File: src/rtl/max_detector_if.sv
// Sweep-control, ADC sample and max-tracking result signals of the max detector.
// master drives sweep/ADC inputs; slave is the detector itself.
interface max_detector_if #(
  parameter int unsigned DW = 12
);
  logic          SWEEP_START;
  logic          SWEEP_END;
  logic [DW-1:0] ADC_DATA;
  logic          ADC_VALID;
  logic          CNT_RST;
  logic [DW-1:0] MAX_VAL;
  logic          MAX_VALID;
  logic          BUSY;

  modport master (
    output SWEEP_START, SWEEP_END, ADC_DATA, ADC_VALID,
    input  CNT_RST, MAX_VAL, MAX_VALID, BUSY
  );

  modport slave (
    input  SWEEP_START, SWEEP_END, ADC_DATA, ADC_VALID,
    output CNT_RST, MAX_VAL, MAX_VALID, BUSY
  );
endinterface

File: src/rtl/max_detector.sv
// Box-car averages ADC samples during a servo sweep, tracks the running maximum
// block average and pulses CNT_RST on every new maximum and on sweep start.
module max_detector #(
  parameter int unsigned DW       = 12,
  parameter int unsigned AVG_LOG2 = 2,
  parameter int unsigned SETTLE_N = 2,
  parameter int unsigned HYST     = 4
) (
  input  logic           CLK,
  input  logic           RESET,
  max_detector_if.slave  bus
);

  localparam int unsigned AW = DW + AVG_LOG2;
  localparam int unsigned CW = (AVG_LOG2 > 0) ? AVG_LOG2 : 1;
  localparam int unsigned SW = (SETTLE_N > 0) ? $clog2(SETTLE_N + 1) : 1;
  localparam logic [CW-1:0] LAST_SMP    = CW'((1 << AVG_LOG2) - 1);
  localparam logic [SW-1:0] LAST_SETTLE = (SETTLE_N > 0) ? SW'(SETTLE_N - 1) : '0;

  typedef enum logic [1:0] {IDLE, SETTLE, TRACK, HOLD} state_t;

  localparam state_t START_STATE = (SETTLE_N > 0) ? SETTLE : TRACK;

  state_t        state, state_n;
  logic [AW-1:0] acc, acc_n;
  logic [CW-1:0] smp_cnt, smp_cnt_n;
  logic [SW-1:0] settle_cnt, settle_cnt_n;
  logic [DW-1:0] max_val, max_val_n;
  logic          max_valid, max_valid_n;
  logic          cnt_rst, cnt_rst_n;
  logic          busy, busy_n;

  logic [AW-1:0] sum;
  logic [DW-1:0] avg;
  logic [DW:0]   thr;
  logic          win;
  logic          block_done;

  // Threshold is one bit wider than MAX_VAL so MAX_VAL+HYST never wraps.
  assign sum        = acc + AW'(bus.ADC_DATA);
  assign avg        = DW'(sum >> AVG_LOG2);
  assign thr        = {1'b0, max_val} + (DW+1)'(HYST);
  assign win        = !max_valid || ({1'b0, avg} > thr);
  assign block_done = bus.ADC_VALID && (smp_cnt == LAST_SMP);

  always_ff @(posedge CLK or posedge RESET) begin
    if (RESET) state <= IDLE;
    else       state <= state_n;
  end

  always_comb begin
    state_n = state;
    if (bus.SWEEP_START) begin
      state_n = START_STATE;
    end else begin
      unique case (state)
        SETTLE: begin
          if (bus.SWEEP_END)
            state_n = HOLD;
          else if (bus.ADC_VALID && settle_cnt == LAST_SETTLE)
            state_n = TRACK;
        end
        TRACK:   if (bus.SWEEP_END) state_n = HOLD;
        default: state_n = state;
      endcase
    end
  end

  always_comb begin
    acc_n        = acc;
    smp_cnt_n    = smp_cnt;
    settle_cnt_n = settle_cnt;
    max_val_n    = max_val;
    max_valid_n  = max_valid;
    cnt_rst_n    = 1'b0;
    busy_n       = (state_n == SETTLE) || (state_n == TRACK);
    if (bus.SWEEP_START) begin
      acc_n        = '0;
      smp_cnt_n    = '0;
      settle_cnt_n = '0;
      max_val_n    = '0;
      max_valid_n  = 1'b0;
      cnt_rst_n    = 1'b1;
    end else begin
      unique case (state)
        SETTLE: begin
          if (bus.ADC_VALID)
            settle_cnt_n = (settle_cnt == LAST_SETTLE) ? '0 : settle_cnt + SW'(1);
          if (bus.SWEEP_END)
            settle_cnt_n = '0;
        end
        TRACK: begin
          if (block_done) begin
            acc_n     = '0;
            smp_cnt_n = '0;
            if (win) begin
              max_val_n   = avg;
              max_valid_n = 1'b1;
              cnt_rst_n   = 1'b1;
            end
          end else if (bus.ADC_VALID) begin
            acc_n     = sum;
            smp_cnt_n = smp_cnt + CW'(1);
          end
          // A block completing on the SWEEP_END cycle is scored above first.
          if (bus.SWEEP_END) begin
            acc_n     = '0;
            smp_cnt_n = '0;
          end
        end
        default: ;
      endcase
    end
  end

  always_ff @(posedge CLK or posedge RESET) begin
    if (RESET) begin
      acc        <= '0;
      smp_cnt    <= '0;
      settle_cnt <= '0;
      max_val    <= '0;
      max_valid  <= 1'b0;
      cnt_rst    <= 1'b0;
      busy       <= 1'b0;
    end else begin
      acc        <= acc_n;
      smp_cnt    <= smp_cnt_n;
      settle_cnt <= settle_cnt_n;
      max_val    <= max_val_n;
      max_valid  <= max_valid_n;
      cnt_rst    <= cnt_rst_n;
      busy       <= busy_n;
    end
  end

  assign bus.CNT_RST   = cnt_rst;
  assign bus.MAX_VAL   = max_val;
  assign bus.MAX_VALID = max_valid;
  assign bus.BUSY      = busy;

endmodule

File: src/flat_wrapper.sv
// flat-port wrapper written by rule: the top's interface ports become plain ports
module max_detector_flat 
#(
  parameter int unsigned DW       = 12,
  parameter int unsigned AVG_LOG2 = 2,
  parameter int unsigned SETTLE_N = 2,
  parameter int unsigned HYST     = 4
)
  (CLK, RESET, bus_SWEEP_START, bus_SWEEP_END, bus_ADC_DATA, bus_ADC_VALID, bus_CNT_RST, bus_MAX_VAL, bus_MAX_VALID, bus_BUSY);
  max_detector_if #(.DW(DW)) bus_i ();
  input  logic CLK;
  input  logic RESET;
  input wire logic [$bits(bus_i.SWEEP_START)-1:0] bus_SWEEP_START;
  input wire logic [$bits(bus_i.SWEEP_END)-1:0] bus_SWEEP_END;
  input wire logic [$bits(bus_i.ADC_DATA)-1:0] bus_ADC_DATA;
  input wire logic [$bits(bus_i.ADC_VALID)-1:0] bus_ADC_VALID;
  output wire logic [$bits(bus_i.CNT_RST)-1:0] bus_CNT_RST;
  output wire logic [$bits(bus_i.MAX_VAL)-1:0] bus_MAX_VAL;
  output wire logic [$bits(bus_i.MAX_VALID)-1:0] bus_MAX_VALID;
  output wire logic [$bits(bus_i.BUSY)-1:0] bus_BUSY;
  assign bus_i.SWEEP_START = bus_SWEEP_START;
  assign bus_i.SWEEP_END = bus_SWEEP_END;
  assign bus_i.ADC_DATA = bus_ADC_DATA;
  assign bus_i.ADC_VALID = bus_ADC_VALID;
  assign bus_CNT_RST = bus_i.CNT_RST;
  assign bus_MAX_VAL = bus_i.MAX_VAL;
  assign bus_MAX_VALID = bus_i.MAX_VALID;
  assign bus_BUSY = bus_i.BUSY;
  max_detector #(.DW(DW), .AVG_LOG2(AVG_LOG2), .SETTLE_N(SETTLE_N), .HYST(HYST)) u_core (.CLK(CLK), .RESET(RESET), .bus(bus_i));
endmodule
File: config.mk
export PLATFORM = sky130hd
export DESIGN_NAME = max_detector_flat
export DESIGN_NICKNAME = d
export VERILOG_FILES = /design/src/rtl/max_detector_if.sv /design/src/rtl/max_detector.sv /design/src/flat_wrapper.sv
export SDC_FILE = /design/constraint.sdc
export NUM_CORES = 1
export LEC_CHECK = 0
export ABC_AREA = 1
export BUFFER_PORTS_ARGS = -buffer_cell sky130_fd_sc_hd__buf_2
export CAP_MARGIN = 20
export CELL_PAD_IN_SITES_DETAIL_PLACEMENT = 0
export CELL_PAD_IN_SITES_GLOBAL_PLACEMENT = 1
export CORE_ASPECT_RATIO = 0.7
export CORE_MARGIN = 3
export CORE_UTILIZATION = 44
export CTS_BUF_LIST = sky130_fd_sc_hd__clkbuf_2 sky130_fd_sc_hd__clkbuf_4 sky130_fd_sc_hd__clkbuf_8
export DETAILED_ROUTE_END_ITERATION = 8
export PLACE_DENSITY = 0.9
export SKIP_LAST_GASP = 1
export SYNTH_ARGS = -nofsm -noshare
export SYNTH_HDL_FRONTEND = slang
export SYNTH_SLANG_ARGS = --single-unit
File: constraint.sdc
create_clock -name CLK -period 3.85 [get_ports CLK]
set_clock_uncertainty 0.05 [all_clocks]
set_input_delay 0.5775 -clock CLK [delete_from_list [all_inputs] [get_ports CLK]]
set_output_delay 0.5775 -clock CLK [all_outputs]
set_load 0.005 [all_outputs]
After elaboration in Yosys (flattened, before gate mapping)
Index checks and enable logic that the tools add are counted.
{"block": "word_totals", "inputBits": 17, "register_bits": 35, "output_inout_bits": 15}
{"block": "op_classes", "reduce_logical": 14, "order_cmp": 1, "n_eq_ne": 6, "mux": 32, "n_addsub": 4}
{"op": "$mux 14", "n": 5}
{"op": "$mux 12", "n": 4}
{"op": "$mux 2", "n": 14}
{"op": "$add 14x12->14", "n": 1}
{"op": "$add 12x3->13 const B", "n": 1}
{"op": "$gt 12x13->1", "n": 1}
{"op": "$mux 1", "n": 8}
{"op": "$reduce_bool 2->1", "n": 4}
{"op": "$eq 2x1->1 const B", "n": 3}
{"op": "$eq 2x2->1 const B", "n": 3}
{"op": "$add 2x1->2 const B", "n": 2}
{"op": "$pmux 2 s2", "n": 1}
{"op": "$reduce_and 2->1", "n": 2}
{"op": "$reduce_bool 4->1", "n": 1}
{"op": "$reduce_and 3->1", "n": 1}
{"op": "$reduce_bool 3->1", "n": 1}
{"op": "$logic_and 1x1->1", "n": 2}
{"op": "$logic_or 1x1->1", "n": 2}
{"op": "$logic_not 1->1", "n": 1}

Longest topological paths before layout
Gate-level depths: netlist (run 1).
{"block": "depth", "depth_word": 8, "mapped_depth": 23, "ltp_nobuf": 22}

Worst setup path before layout (run 1)
No wires, ideal clock.
{"block": "synth_timing", "path_type": "input-to-reg", "startpoint": "input bus_ADC_DATA[0]", "endpoint": "register u_core.max_val[2] (netlist: u_core.bus.MAX_VAL[2])", "path_buffers": 1, "slack_ps": 843, "stages": 21, "t_arrival_ps": 2839, "required_ps": 3682, "cell_sequence": "ha_1 -> inv_1 -> fa_1 -> inv_1 -> nand3_1 -> nand3_1 -> nand2_1 -> nand2_1 -> xor2_1 -> ha_1 -> nand2_1 -> nand2_1 -> nand2_1 -> nand2_1 -> a21oi_1 -> nand2_1 -> nand2_2 -> nand2_4 -> buf_2 -> nand4_1 -> nand2_1"}
{"block": "synth_via", "elab_chain_len": 5, "elab_cells_between_ends": 9, "classes_between": "add/sub: 1; order compare: 1; mux: 4; reduce/logical: 3"}
{"item": "start, declared", "line": "flat_wrapper.sv:15", "source": "input wire logic [$bits(bus_i.ADC_DATA)-1:0] bus_ADC_DATA;"}
{"item": "$add 14x12->14 (*)", "line": "max_detector.sv:40", "source": "assign sum = acc + AW'(bus.ADC_DATA);"}
{"item": "$gt 12x13->1 or $mux 12 (tied branches)", "line": "max_detector.sv:43, max_detector.sv:96"}
{"item": "$logic_or 1x1->1 or $mux 12 (tied branches)", "line": "max_detector.sv:43, max_detector.sv:93"}
{"item": "$reduce_bool 2->1 (no line) or $mux 12 (tied branches)"}
{"item": "$reduce_and 3->1 (no line) or $mux 12 (tied branches)"}
{"item": "end signal, assigned", "line": "max_detector.sv:129", "source": "max_val <= max_val_n;"}
{"item": "end, declared", "line": "max_detector.sv:28", "source": "logic [DW-1:0] max_val, max_val_n;"}
Mark *: on every way between the ends. The rest lies on a longest branch, timed or not. The select of a mux whose other input is x is not followed.
A chain may end at the register's enable or synchronous reset.

Worst setup path in the final report (run 1)
{"block": "layout_timing", "startpoint": "input bus_ADC_DATA[0]", "endpoint": "register u_core.max_val[8] (netlist: u_core.bus.MAX_VAL[8])"}
Same word-level chain as after synthesis.

==> results of run 1 <==
==> logic make-up after synthesis <==
| group | count (synthesis) |
|---|---|
| AO/OA/AOI/OAI | 36 |
| buffers and inverters | 71 |
| AND/OR/NAND/NOR | 188 |
| XOR/XNOR | 16 |
| adder cells (fa/ha/maj) | 29 |
| flip-flops | 35 |
==> metal layers <==
metal  wire length, µm  up-vias  global-route usage (%)  part of all wire, %
met3               343        7                   3.554                  5.3
met2              2694       56                   28.41                   42
met5                 0        -                       0                    0
met1              3356     1097                   28.70                   52
li1                  -     1282                       -                    -
met4                38        0                   2.691                 0.59
==> synthesized netlist by cell type, drive strengths merged <==
library cell	number
nand2	115
inv	63
dfrtp	35
nand3	31
ha	28
nor2	20
nand4	18
o21ai	12
a21oi	10
xor2	10
a22o	8
xnor2	6
buf	5
clkbuf	3
a22oi	1
a31o	1
a31oi	1
and2	1
and3	1
and3b	1
fa	1
nand3b	1
o21a	1
o21ba	1
o22ai	1
==> flip-flops by register name (all words and copies together) (netlist names) <==
signal / flops
u_core.bus.CNT_RST: 1
u_core.state: 2
u_core.bus.MAX_VAL: 12
u_core.smp_cnt: 2
u_core.bus.MAX_VALID: 1
u_core.acc: 14
u_core.bus.BUSY: 1
u_core.settle_cnt: 2
==> worst max-delay path: cells and delay by family <==
kind,cells,cell delay [ps]
adders and majority gates,3,950
and+or+nand+nor,14,1530
buffers and inverters,3,260
==> power by group through the flow <==
stage,Clock [W],Sequential [W],Combinational [W]
2_1_floorplan,0,0.000432,0.000359
3_5_place_dp,0,0.000437,0.000470
3_3_place_gp,0,0.000437,0.000457
4_1_cts,0.000261,0.000430,0.000474
6_report,0.000250,0.000431,0.000473
5_1_grt,0.000271,0.000435,0.000555
==> per-stage QoR <==
stage / power (W) / cell area (µm²) / std cells / hold WS (ps) / util, %
global placement: 0.0008939 / 2964 / 476 / 422.3 / 50.49
global route: 0.001261 / 3040 / 482 / 474.4 / 51.79
CTS: 0.001165 / 3040 / 482 / 454.8 / 51.79
detailed placement: 0.0009077 / 2964 / 476 / 442.2 / 50.49
finish: 0.001154 / 3040 / 482 / 444.9 / 51.79
floorplan: 0.0007910 / 2735 / 375 / 403.1 / -
==> layout make-up <==
type / count / area (µm²)
flip-flops and latches: 35 / 875.8
well taps: 75 / 93.84
multi-input cells: 269 / 1580
repair buffers: 34 / 177.7
clock buffers: 6 / 76.32
inverters: 63 / 236.5
fillers: 594 / 2830
==> worst max path at each step <==
stage / start / slack (ps) / cells after the start / end
2_1_floorplan: bus_ADC_DATA[0] / 840 / 21 / u_core.bus.MAX_VAL[2]
5_1_grt: bus_ADC_DATA[0] / 320 / 20 / u_core.bus.MAX_VAL[1]
6_report: bus_ADC_DATA[0] / 640 / 20 / u_core.bus.MAX_VAL[8]
3_5_place_dp: bus_ADC_DATA[0] / 380 / 20 / u_core.bus.MAX_VAL[5]
3_3_place_gp: bus_ADC_DATA[0] / 450 / 20 / u_core.bus.MAX_VAL[11]
4_1_cts: bus_ADC_DATA[0] / 670 / 20 / u_core.bus.MAX_VAL[5]
==> flow_summary.ini, run 1 <==
[global_route]
grt_max_degree = 32
antenna_found_initial = 0
grt_pass1_wl_mm = 10.90
grt_overflow = 0
track_usage_pct = 18.82
grt_pass1_vias = 2324

[sta]
slew_violations = 0
finalCriticalPeriod_ps = 3207
finalCritPeriodShare_pct = 83.31
relSlewSlack_pct = 31.88
hold_viol = 0
rsz0062_at_grt = false
setup_viol = 0
worst_pin_slew_ps = 1018
fin_tns_setup_ps = 0
worst_slack_ps = 642.6
fmax_ghz = 0.3118

[final_layout]
layout_commonest_cell = nand2_1
drive_above_1_share_pct = 12.29
layout_common_cells = nand2_1, inv_1, dfrtp_1
antenna_cells = 0
nets = 454
area_delta_synth_final_pct = 11.16

[synth]
synth_area_per_cell_um2 = 7.294
seq_area_frac_synth_pct = 32.02
netlist-cell-type-count = 34
synth_area_mm2 = 0.002735
syn_inst = 375
synth_top_area_share_pct = 32.02
synth_area_leaders = dfrtp_1, nand2_1, ha_1
synth_fa_ha_area_share_pct = 13.54
synth_xor_area_share_pct = 5.124
syn_nets = 421
yosysTopAreaCell = dfrtp_1
ys_warn_count = 0
synthSimpleGateAreaFrac_pct = 30.70
muxShareOfSynthArea_pct = 0
synth-seq-cells = 35
synth_compound_area_share_pct = 8.417
synth_top_family_by_area = simple AND/OR/NAND/NOR gates

[setup_path]
worstPathRequired_ps = 3980
crit-reg2reg-capture = u_core.bus.MAX_VAL[8]
cpMostUsedCell = nand3_1
worst-setup-path-type = primary input to register
regToRegSetupSlack_ps = 660
rr_startpoint = u_core.acc[0]
max_stage_delay_ps = 410
cp-end-kind = register
crit_slowest_cell = fa_1
arrival_ps = 3330
startpoint_type = primary input
rr_worst_depth = 19
crit_path_max_fanout = 13
path_cells = buf_2, ha_1, inv_1, fa_1, inv_1, nand3_1, nand3_1, nand3_1, nand4_1, nand2_1, ha_1, and3_1, nand2_1, nor2_1, nor2_1, nand2_2, nand2_4, nand2_4, nand3_1, nand2_1

[routing]
vias_per_cell = 5.066
drt_iter0_markers = 155
wl_per_cell_um = 13.34
totalWireLength_mm = 6.432
ant_nets = 0
num_vias = 2442
dr.pass1.iters = 4
drc = 0

[cts]
clk_latency_ps = 280
cts_hold_buf = 0
clockBufferDepth = 2
cts_tree = built
cts_sinks = 35
post_cts_buffers = 0
ctsResizeCount = 0
cts_buffers = 5
htreeDepth = 2
clockRootBuffer = clkbuf_8
clk_pin_slew_ps = 70

[power_and_ir_drop]
clock_power_share_pct = 21.6
power_switching_w = 0.0004406
ir_worst_vdd_mv = 0.2192
pwr-share-comb_pct = 41.0
p_seq_share_pct = 37.3
swShare_pct = 38.19
p_leak_nw = 1.763
power.density_mw_per_mm2 = 379.4
internal-power_w = 0.0007130

[die]
io_pins = 32
die_width_um = 100.2
core_area_mm2 = 0.005871
floorplan.initialDensity_pct = 46.59
die_area_mm2 = 0.007213
die_h_um = 71.97
num_rows = 23

[place]
place_congestion = 0.9042
port_buffers = 31
dp_hpwl_mm = 5.206
post-place-ws_ps = 384.7

[job]
maxCapViolations = 0

[worst_hold_path]
whs_path_depth = 2
min_from = u_core.smp_cnt[1]
hold_class = register to register
min_to = u_core.smp_cnt[1]

[run_status]
status = complete, no violations
(Power assumes the default switching activity.)
==> run 2: changes to the inputs <==
Settings changed: ABC_AREA 1 to 0, CORE_UTILIZATION 44 to 46.
Clock period 3.85 ns to 3.4 ns, I/O delays scaled along.
==> run 2 against run 1 <==
Compared with the run above:
- the flow now finishes with violations (negative setup slack)
- total power is 5.3% lower
- die area shrank 13%
- sequential share of layout area fell by 1.2 points
- combinational power decreased by 33%
- flip-flop and latch count unchanged
- worst hold slack got worse by 190 ps
- synthesized cell count decreased by 32%
- wire length up 0.48%
- final cell count is 17% lower
==> flow_summary.ini, run 2 <==
[place]
placed_cells = 384
dpl-instance-area_mm2 = 0.002937
place_congestion = 0.8790
dp_hpwl_mm = 4.742
port_buffers = 31

[global_route]
grt_pass1_wl_mm = 10.64
track_usage_pct = 21.82
grt_pass1_vias = 2270
antenna_found_initial = 0
grt_max_degree = 36
grt_overflow = 0

[synth]
synth_edf_count = 0
syn_inst = 255
synth_area_mm2 = 0.002457
synth_area_per_cell_um2 = 9.637
syn_nets = 301
async_flop_share_pct = 100.0
synth.most_common_cell = dfrtp_1
ys_warn_count = 0
synth_top_area_share_pct = 35.64
netlist_top_cells_count = dfrtp_1, ha_1, a22o_1
synth_area_leaders = dfrtp_1, ha_1, a22o_1
yosysTopAreaCell = dfrtp_1
synthFlopType = dfrtp_1
seq_area_frac_synth_pct = 35.64
netlist-cell-type-count = 49
synth-seq-cells = 35

[sta]
rsz0062_at_grt = true
worst_pin_slew_ps = 466.9
finalCritPeriodShare_pct = 104.5
worst_slack_ps = -152.2
setup_viol = 12
hold_viol = 0
fmax_ghz = 0.2815
finalCriticalPeriod_ps = 3552
relSlewSlack_pct = 68.88
slew_violations = 0
worst_hold_slack_ps = 259.5

[run_status]
violations = negative setup slack
status = finished, violations left

[final_layout]
fillCellCount = 411
finalNonFillerCells = 398
drive_above_1_share_pct = 32.22
area_delta_synth_final_pct = 29.17
nets = 374
multi_input_area_mm2 = 0.001597
stdcell_area_mm2 = 0.003174
antenna_cells = 0
register_area_um2 = 875.8
largest_reg_flops = 14
layout_commonest_cell = buf_4
largest-register = u_core.acc
layout_common_cells = buf_4, dfrtp_1, buf_2

[setup_path]
cp-end-kind = register
path_cells = ha_1, nor2b_2, o31a_1, a21o_1, o41a_1, xor2_2, ha_1, nand3_2, nor2_4, a32o_2, buf_4, a311oi_4, nor2_4, a22o_1
rr_worst_depth = 14
startpoint_type = register
worst-setup-path-type = register to register
cp_num_buf_inv = 1
worstPathRequired_ps = 3530
arrival_ps = 3690
regToRegSetupSlack_ps = -150
max_stage_delay_ps = 400
crit_path_max_fanout = 13
rr_startpoint = u_core.acc[2]
cp_top_family = compound AO/OA/AOI/OAI gates
crit-reg2reg-capture = u_core.bus.MAX_VAL[2]
crit_slowest_cell = dfrtp_1

[cts]
clk_latency_ps = 300
clockRootBuffer = clkbuf_8
cts_hold_buf = 0
htreeDepth = 2
cts_sinks = 35
cts_tree = built
clockBufferDepth = 2
clk_pin_slew_ps = 80
cts_buffers = 5

[routing]
totalWireLength_mm = 6.463
vias_per_cell = 5.726
dr.pass1.iters = 4
drc = 0
drt_iter0_markers = 87
ant_nets = 0
num_vias = 2279
wl_per_cell_um = 16.24

[power_and_ir_drop]
internal-power_w = 0.0007405
p_seq_share_pct = 41.7
clock_power_share_pct = 29.2
ir_worst_vdd_mv = 0.1579
p_leak_nw = 1.555
power_switching_w = 0.0003523
power.density_mw_per_mm2 = 344.3
swShare_pct = 32.24
pwr-share-comb_pct = 29.1

[die]
core_area_mm2 = 0.004966
num_rows = 21
floorplan.initialDensity_pct = 49.48
die_area_mm2 = 0.006269
die_h_um = 67.15
io_pins = 32
die_width_um = 93.36

[job]
maxCapViolations = 0

[worst_hold_path]
hold_class = primary input to async pin
==> run 2: how the worst max path moves through the flow <==
stage	startpoint	endpoint	slack [ps]	cells past startpoint
detailed placement	bus_ADC_DATA[0]	u_core.bus.MAX_VAL[2]	-550	16
global route	u_core.acc[2]	u_core.bus.MAX_VAL[3]	-300	14
finish	u_core.acc[2]	u_core.bus.MAX_VAL[2]	-150	14
floorplan	bus_ADC_DATA[0]	u_core.bus.MAX_VAL[4]	20	16
CTS	u_core.acc[0]	u_core.bus.MAX_VAL[7]	-40	16
global placement	bus_ADC_DATA[0]	u_core.bus.MAX_VAL[8]	-460	16
==> run 2: power by group through the flow <==
stage	sequential [W]	clock (W)	combinational, W
2_1_floorplan	0.000457	0	0.000210
3_3_place_gp	0.000461	0	0.000290
3_5_place_dp	0.000461	0	0.000304
4_1_cts	0.000454	0.000319	0.000310
5_1_grt	0.000456	0.000336	0.000354
6_report	0.000455	0.000319	0.000318
==> run 2: cell families after synthesis <==
logic type | count (synthesis) | share of synthesized area (%)
xor gates and xnor gates | 18 | 6.416
buffers and inverters | 22 | 3.921
adders and majority gates | 29 | 15.07
DFF | 35 | 35.64
AOI/OAI and AO/OA | 84 | 25.36
and+or+nand+nor | 67 | 13.59
==> run 2: worst register-to-register path, cell delays in order (launching register included) <==
cell      delay (ps)
dfrtp_1          400
ha_1             330
nor2b_2          180
o31a_1           260
a21o_1           200
o41a_1           350
xor2_2           170
ha_1             340
nand3_2          120
nor2_4            40
a32o_2           220
buf_4            140
a311oi_4         240
nor2_4           130
a22o_1           270
==> run 2: stage by stage <==
step / power [W] / utilization, % / worst slack (ps) / setup TNS (ps)
5_1_grt: 0.001146 / 63.92 / -300.9 / -3664
3_3_place_gp: 0.0007508 / 59.13 / -459.4 / -5880
4_1_cts: 0.001083 / 62.56 / -36.33 / -234.4
2_1_floorplan: 0.0006671 / - / 21.22 / 0
6_report: 0.001093 / 63.92 / -152.2 / -1676
3_5_place_dp: 0.0007645 / 59.13 / -554.2 / -6931
==> run 2: repair_timing <==
action,4_1_cts,5_1_grt
buffers inserted,2,3
resized for setup,12,11
pin swaps,4,7
gates cloned,1,0
setup endpoints to repair,13,13
==> run 2: cell type report <==
cell class,count,area share (%)
clock buffers,7,2.641
clock inverters,1,0.1577
inverters,16,1.892
multi-input cells,198,50.30
flip-flops and latches,35,27.59
well taps,69,2.720
repair buffers,72,14.70
==> run 2: layer usage <==
layer  vias to the layer above  global-route usage, %  wire (µm)
li1                       1100                      -          -
met1                      1111                  28.75       3092
met2                        56                  35.80       2996
met3                        12                  4.120        259
met4                         0                  8.775        115
met5                         -                      0          0
